### config.mk
export PLATFORM = sky130hd
export DESIGN_NAME = adder_arbiter
export DESIGN_NICKNAME = d
export VERILOG_FILES = /design/src/rtl/adder_arbiter.sv
export SDC_FILE = /design/constraint.sdc
export NUM_CORES = 1
export LEC_CHECK = 0
export ABC_AREA = 1
export CELL_PAD_IN_SITES_DETAIL_PLACEMENT = 0
export CELL_PAD_IN_SITES_GLOBAL_PLACEMENT = 1
export CORE_MARGIN = 10
export CORE_UTILIZATION = 37
export DETAILED_ROUTE_END_ITERATION = 10
export PLACE_DENSITY_LB_ADDON = 0.1
export SYNTH_ARGS = -nofsm -noshare
export SYNTH_HDL_FRONTEND = slang
export SYNTH_SLANG_ARGS = --single-unit
### constraint.sdc
create_clock -name clk -period 5.9 [get_ports clk]
set_clock_uncertainty 0.1 [all_clocks]
set_input_delay 0.885 -clock clk [delete_from_list [all_inputs] [get_ports clk]]
set_output_delay 0.885 -clock clk [all_outputs]
set_load 0.005 [all_outputs]
### src/rtl/adder_arbiter.sv
// Round-robin arbiter sharing one ripple-carry adder between NREQ requesters.
// Ports: clk, rst (async high), req, x_bus/y_bus (packed operands),
//        gnt (one-hot), owner, busy, done (pulse), sum_out (W+1 bits).

module full_add #(
    parameter int W = 4
) (
    input  logic [W-1:0] a,
    input  logic [W-1:0] b,
    output logic [W:0]   s
);

    // Explicit carry chain, one bit per stage.
    always_comb begin
        logic cy;
        cy = 1'b0;
        s  = '0;
        for (int i = 0; i < W; i++) begin
            s[i] = a[i] ^ b[i] ^ cy;
            cy   = (a[i] & b[i]) | (cy & (a[i] ^ b[i]));
        end
        s[W] = cy;
    end

endmodule

module adder_arbiter #(
    parameter int NREQ   = 4,
    parameter int W      = 4,
    parameter int SETTLE = 1
) (
    input  logic                      clk,
    input  logic                      rst,
    input  logic [NREQ-1:0]           req,
    input  logic [NREQ*W-1:0]         x_bus,
    input  logic [NREQ*W-1:0]         y_bus,
    output logic [NREQ-1:0]           gnt,
    output logic [$clog2(NREQ)-1:0]   owner,
    output logic                      busy,
    output logic                      done,
    output logic [W:0]                sum_out
);

    localparam int IW = $clog2(NREQ);
    localparam logic [3:0] CNT_INIT =
        (SETTLE > 0) ? 4'(SETTLE - 1) : 4'd0;

    typedef enum logic [1:0] {
        S_IDLE,
        S_LOAD,
        S_WAIT,
        S_DONE
    } state_t;

    state_t          state_q, state_d;
    logic [IW-1:0]   last_q, last_d;
    logic [IW-1:0]   owner_q, owner_d;
    logic [NREQ-1:0] gnt_q, gnt_d;
    logic [W-1:0]    x_q, x_d;
    logic [W-1:0]    y_q, y_d;
    logic [3:0]      cnt_q, cnt_d;
    logic [W:0]      sum_q, sum_d;
    logic            done_q, done_d;
    logic            busy_q, busy_d;

    logic [W:0]      fa_sum;

    logic            hi_found;
    logic [IW-1:0]   hi_idx;
    logic [IW-1:0]   lo_idx;
    logic [IW-1:0]   win_idx;
    logic [W-1:0]    win_x;
    logic [W-1:0]    win_y;

    full_add #(.W(W)) u_add (
        .a (x_q),
        .b (y_q),
        .s (fa_sum)
    );

    // Round-robin pick: lowest requester above last, else lowest overall.
    // Descending loops leave the lowest matching index in place.
    always_comb begin
        hi_found = 1'b0;
        hi_idx   = '0;
        lo_idx   = '0;
        for (int i = NREQ - 1; i >= 0; i--) begin
            if (req[i] && (IW'(i) > last_q)) begin
                hi_found = 1'b1;
                hi_idx   = IW'(i);
            end
            if (req[i]) begin
                lo_idx = IW'(i);
            end
        end
        win_idx = hi_found ? hi_idx : lo_idx;
    end

    always_comb begin
        win_x = '0;
        win_y = '0;
        for (int i = 0; i < NREQ; i++) begin
            if (IW'(i) == win_idx) begin
                win_x = x_bus[i*W +: W];
                win_y = y_bus[i*W +: W];
            end
        end
    end

    always_comb begin
        state_d = state_q;
        last_d  = last_q;
        owner_d = owner_q;
        gnt_d   = gnt_q;
        x_d     = x_q;
        y_d     = y_q;
        cnt_d   = cnt_q;
        sum_d   = sum_q;
        unique case (state_q)
            S_IDLE: begin
                if (|req) begin
                    x_d     = win_x;
                    y_d     = win_y;
                    owner_d = win_idx;
                    last_d  = win_idx;
                    for (int i = 0; i < NREQ; i++) begin
                        gnt_d[i] = (IW'(i) == win_idx);
                    end
                    state_d = S_LOAD;
                end
            end
            S_LOAD: begin
                if (SETTLE == 0) begin
                    sum_d   = fa_sum;
                    state_d = S_DONE;
                end else begin
                    cnt_d   = CNT_INIT;
                    state_d = S_WAIT;
                end
            end
            S_WAIT: begin
                if (cnt_q == 4'd0) begin
                    sum_d   = fa_sum;
                    state_d = S_DONE;
                end else begin
                    cnt_d = cnt_q - 4'd1;
                end
            end
            S_DONE: begin
                gnt_d   = '0;
                state_d = S_IDLE;
            end
            default: begin
                gnt_d   = '0;
                state_d = S_IDLE;
            end
        endcase
        // Flags follow the next state so they line up with it.
        busy_d = (state_d != S_IDLE);
        done_d = (state_d == S_DONE);
    end

    always_ff @(posedge clk or posedge rst) begin
        if (rst) begin
            state_q <= S_IDLE;
            last_q  <= IW'(NREQ - 1);
            owner_q <= '0;
            gnt_q   <= '0;
            x_q     <= '0;
            y_q     <= '0;
            cnt_q   <= '0;
            sum_q   <= '0;
            done_q  <= 1'b0;
            busy_q  <= 1'b0;
        end else begin
            state_q <= state_d;
            last_q  <= last_d;
            owner_q <= owner_d;
            gnt_q   <= gnt_d;
            x_q     <= x_d;
            y_q     <= y_d;
            cnt_q   <= cnt_d;
            sum_q   <= sum_d;
            done_q  <= done_d;
            busy_q  <= busy_d;
        end
    end

    assign gnt     = gnt_q;
    assign owner   = owner_q;
    assign busy    = busy_q;
    assign done    = done_q;
    assign sum_out = sum_q;

endmodule

# ---- Word-level counts from Yosys, hierarchy flattened
# Cells that the tools add are included.
dict set report op_classes {
  n_lt_le_gt_ge 4
  n_eq_ne 9
  bitwise 17
  reduce_logical 15
  n_addsub 1
  n_mux 28
}
# operator count
set op_table {}
lappend op_table {{4-bit 2-to-1 mux} 10}
lappend op_table {{2-bit 2-to-1 mux} 11}
lappend op_table {{4-bit one-hot mux with 2 select lines} 2}
lappend op_table {{2-bit one-hot mux with 4 select lines} 1}
lappend op_table {{2-bit AND reduction} 4}
lappend op_table {{1-bit AND} 7}
lappend op_table {{1-bit bitwise XOR} 7}
lappend op_table {{2-bit == test (second input constant)} 3}
lappend op_table {{2-bit nonzero test} 3}
lappend op_table {{2-bit == test (first input constant)} 2}
lappend op_table {{1-bit by 2-bit greater-than comparator with 1-bit output (first input constant)} 2}
lappend op_table {{2-bit greater-than comparator (first input constant)} 2}
lappend op_table {{1-bit logical AND} 4}
lappend op_table {{2-bit logical NOT} 2}
lappend op_table {{4-bit logical NOT} 1}
lappend op_table {{1-bit 2-to-1 mux} 4}
lappend op_table {{2-bit != test (second input constant)} 2}
lappend op_table {{4-bit OR reduction} 1}
lappend op_table {{4-bit by 1-bit subtractor with 4-bit output (second input constant)} 1}
lappend op_table {{1-bit OR} 3}
lappend op_table {{1-bit by 2-bit == test with 1-bit output (first input constant)} 1}
lappend op_table {{2-bit by 1-bit == test with 1-bit output (second input constant)} 1}
dict set report totals {
  input_bits 38
  output_inout_bits 13
  reg_bits 29
  elab_cells 84
}

# ---- Depth between registers and ports, before layout
dict set report depth {
  depth_word 12
  mapped_depth 13
  ltp_nobuf 12
}

# ---- By module
# From an unflattened synthesis, not the netlist that was laid out.
dict set report hier_totals {
  hier_cells 210
  hier_area_um2 1757.9
}
# module area_per_inst_um2 n_inst seq_area_each_um2 cells_per_inst
set by_module_without_submodules {}
lappend by_module_without_submodules {adder_arbiter 1647.8 1 728.2 196}
lappend by_module_without_submodules {full_add 110.1 1 0.0 14}

# ---- Worst setup path before layout
# Ideal clock, no wire load.
dict set report synth_timing {
  kind {input port to flip-flop}
  from {input port req[1]}
  to {register x_q[1]}
  path_slack_ps 3969
  setup_ps 116
  cell_stages 10
  path_buffers 1
  arrival_time_ps 1715
  required_time_ps 5684
  cell_sequence {nand2_2 nor2_4 nor2_4 nand2_4 nand2_4 buf_6 o21ai_1 nand3_1 nand2_1 nand2_1}
}
dict set report synth_via {
  elab_chain_len 9
  word_cells_on_any_way 18
  cone_classes {eq/ne: 3; mux: 11; reduce/logical: 4}
}
# item line_no
set synth_lines {}
lappend synth_lines {{start: declaration} 34} ;# input logic [NREQ-1:0] req,
lappend synth_lines {{1-bit logical AND} 88} ;# if (req[i] && (IW'(i) > last_q)) begin
lappend synth_lines {{2-bit 2-to-1 mux / 1-bit 2-to-1 mux (equally long branches) (2 in series)} 88}
lappend synth_lines {{2-bit 2-to-1 mux} 96} ;# win_idx = hi_found ? hi_idx : lo_idx;
lappend synth_lines {{2-bit logical NOT} 103} ;# if (IW'(i) == win_idx) begin
lappend synth_lines {{4-bit 2-to-1 mux (4 in series)} 103}
lappend synth_lines {{end signal: assignment} 169} ;# x_q <= '0;
lappend synth_lines {{end signal: assignment} 180} ;# x_q <= x_d;
lappend synth_lines {{end: declaration} 59} ;# logic [W-1:0] x_q, x_d;
# Several ways; a longest one is shown, not always the timed one.
# A chain may end at the register's enable or synchronous reset.

# ---- Final worst setup path
dict set report layout_timing {
  from {input port req[3]}
  to {register y_q[3]}
}
dict set report layout_via {
  elab_chain_len 11
  word_cells_on_any_way 24
  cone_classes {eq/ne: 3; mux: 17; reduce/logical: 4}
}
# item line_no
set layout_lines {}
lappend layout_lines {{1-bit logical AND} 88}
lappend layout_lines {{2-bit 2-to-1 mux / 1-bit 2-to-1 mux (equally long branches) (4 in series)} 88}
lappend layout_lines {{2-bit 2-to-1 mux} 96}
lappend layout_lines {{2-bit logical NOT} 103}
lappend layout_lines {{4-bit 2-to-1 mux (4 in series)} 103}
lappend layout_lines {{end signal: assignment} 181} ;# y_q <= y_d;
lappend layout_lines {{end: declaration} 60} ;# logic [W-1:0] y_q, y_d;
# Several ways; a longest one is shown, not always the timed one.

==> qor.csv <==
metric,value,unit
status,"finished, final reports clean",
mostFrequentLayoutCell,nand2_1,
hold_class,flip-flop to flip-flop,
first_global_vias,1654,
rows,25,
worst_slew_pin_slew,779,ps
place_area,2350,sq um
synthMuxAreaShare,0,%
p_int,0.000637,W
maxSlewHeadroom,47.9,%
hold_viol,0,
overflow,0,
cts_buffer_depth,2,
p_leak,1.19,nW
syn_area,1800,sq um
comb_power_share,52.9,%
cp_max_fo,11,
cts_max_level,2,
crit_type,primary input to flip-flop,
dieArea,8060,sq um
antenna_found_initial,0,
ys_types,28,
min_period,2610,ps
drtAntennaViolNets,0,
yosys_warnings,0,
hpwl,3430,um
io_buffers,50,
startpoint_type,primary input,
maxCapViolations,0,
die_y,89.8,um
clkTransAtPathRegs,60,ps
synthCells,228,
io_pins,51,
cts_buffers,5,
postRouteWirelength,4250,um
synth_compound_area_share,7.29,%
slew_violations,0,
synth-xor-area-share,0.486,%
synth_area_per_cell,7.90,sq um
post-route-util,51.5,%
seq_power_share,32.5,%
synth-simple-area-share,33.8,%
layout-drive-gt1-share,10.4,%
min_period_over_period,44.2,%
synth_top_family_by_area,simple AND/OR/NAND/NOR gates,
powerDensity,451,nW/um^2
final_cell_area,2430,sq um
drtIter0Drc,64,
area_growth,35.1,%
power.total,0.00110,W
holdBufCountCts,0,
cts.sink_count,29,
synth_nets,276,
clockRootBuffer,clkbuf_8,
vias,1551,
final_cell_mix,"59 x nand2_1, 50 x clkdlybuf4s50_1, 34 x inv_1, 27 x dfrtp_1, 22 x nor2_1",
nNetsFinal,328,
via_per_inst,4.47,
cts_resized,0,
place_congestion,0.798,
grt_start_max_net_pins,30,
peakVddDrop,0.000195,V
clock_latency,270,ps
synth_adder_area_share,8.19,%
start_util,38.1,%
endpoint_kind,flip-flop,
cts_tree,yes,
routedWlPerCell,12.3,um
postCtsSetupBuffers,0,
ys_ff_latch,29,
fin_hold_ws,373,ps
cp.required,6020,ps
grt_setup_unrepaired,no,
die_w,89.8,um
n_antenna_cell,0,
fill_cells,464,
fmax,384,MHz
p_sw,0.000462,W
switching_share,42.0,%
arrival,2720,ps
dr.pass1.iters,4,
power_frac_clock,14.6,%
drcViolationCount,0,
tns,0,ps
track_usage,11.2,%
setup_violations,0,
grt_pass1_wl,7540,um
core_area,4720,sq um
seq_area_frac_synth,40.4,%
synthesized netlist by cell type (all sizes together):
library cell / count / area (sq um)
clkbuf: 1 / 3.75
dfstp: 2 / 52.6
xor2: 1 / 8.76
o21ai: 11 / 55.1
nor3: 1 / 5.00
a32oi: 1 / 8.76
nand2: 67 / 297
nand3: 16 / 80.1
a21oi: 2 / 10.0
o21bai: 1 / 7.51
buf: 5 / 42.5
dfrtp: 27 / 676
nor2: 33 / 176
nand4: 8 / 50.1
o22ai: 4 / 25.0
o31ai: 1 / 7.51
fa: 3 / 60.1
inv: 35 / 131
o32ai: 2 / 17.5
ha: 7 / 87.6
flip-flops by register name, summed over array words and instances (netlist names):
name	cells
last_q	2
owner	2
cnt_q	4
done	1
busy	1
y_q	4
x_q	4
state_q	2
gnt	4
sum_out	5
per-stage QoR:
| step | cells | setup WS, ps |
|---|---|---|
| 5_1_grt | 347 | 3050 |
| 2_1_floorplan | 228 | 3970 |
| 3_5_place_dp | 340 | 2970 |
| 6_report | 347 | 3290 |
| 3_3_place_gp | 340 | 3040 |
| 4_1_cts | 347 | 3270 |
worst max-delay path, cell delays in order:
cell	delay (ps)
clkdlybuf4s50_1	470
nor2_1	190
nor2_2	80
o21bai_1	630
nand2_1	190
nor2_1	140
o21ai_1	80
nand2_1	50
cell families after synthesis:
| logic type | after synthesis |
|---|---|
| compound gates | 22 |
| xor+xnor | 1 |
| flops | 29 |
| simple gates | 125 |
| buf+inv | 41 |
| fa+ha+maj | 10 |
power by group through the flow:
| stage | Clock, W | Sequential [W] | Combinational (W) |
|---|---|---|---|
| finish | 0.000160 | 0.000357 | 0.000581 |
| global route | 0.000174 | 0.000371 | 0.000684 |
| CTS | 0.000166 | 0.000358 | 0.000594 |
| detailed placement | 0 | 0.000360 | 0.000592 |
| global placement | 0 | 0.000360 | 0.000591 |
| floorplan | 0 | 0.000353 | 0.000427 |
area by class of cell:
type	count	area, sq um	share of cell area, %
Tap cell	67	83.8	3.44
Timing Repair Buffer	51	508	20.9
Multi-Input combinational cell	158	896	36.8
Clock buffer	7	86.3	3.55
Inverter	35	131	5.40
Sequential cell	29	728	29.9
final timing paths:
| path | slack (ps) | to | startpoint | cells past startpoint |
|---|---|---|---|---|
| worst max-delay path | 3290 | y_q[3] | req[3] | 8 |
| worst max register to register | 3850 | y_q[3] | last_q[1] | 8 |
| worst min-delay path | 370 | sum_out[0] | sum_out[0] | 2 |
| max in group asynchronous | 4500 | last_q[0] | rst | 3 |
| worst min register to register | 370 | sum_out[0] | sum_out[0] | 2 |
| min in group asynchronous | 890 | x_q[0] | rst | 3 |
per-layer routing:
metal	vias up	part of all wire [%]	GRT usage (%)
met5	-	0	0
met4	0	2.1	4.58
met3	7	11	6.15
met2	53	43	17.8
met1	663	44	12.0
li1	828	-	-
Note: power is estimated with default switching activity, not from simulation.
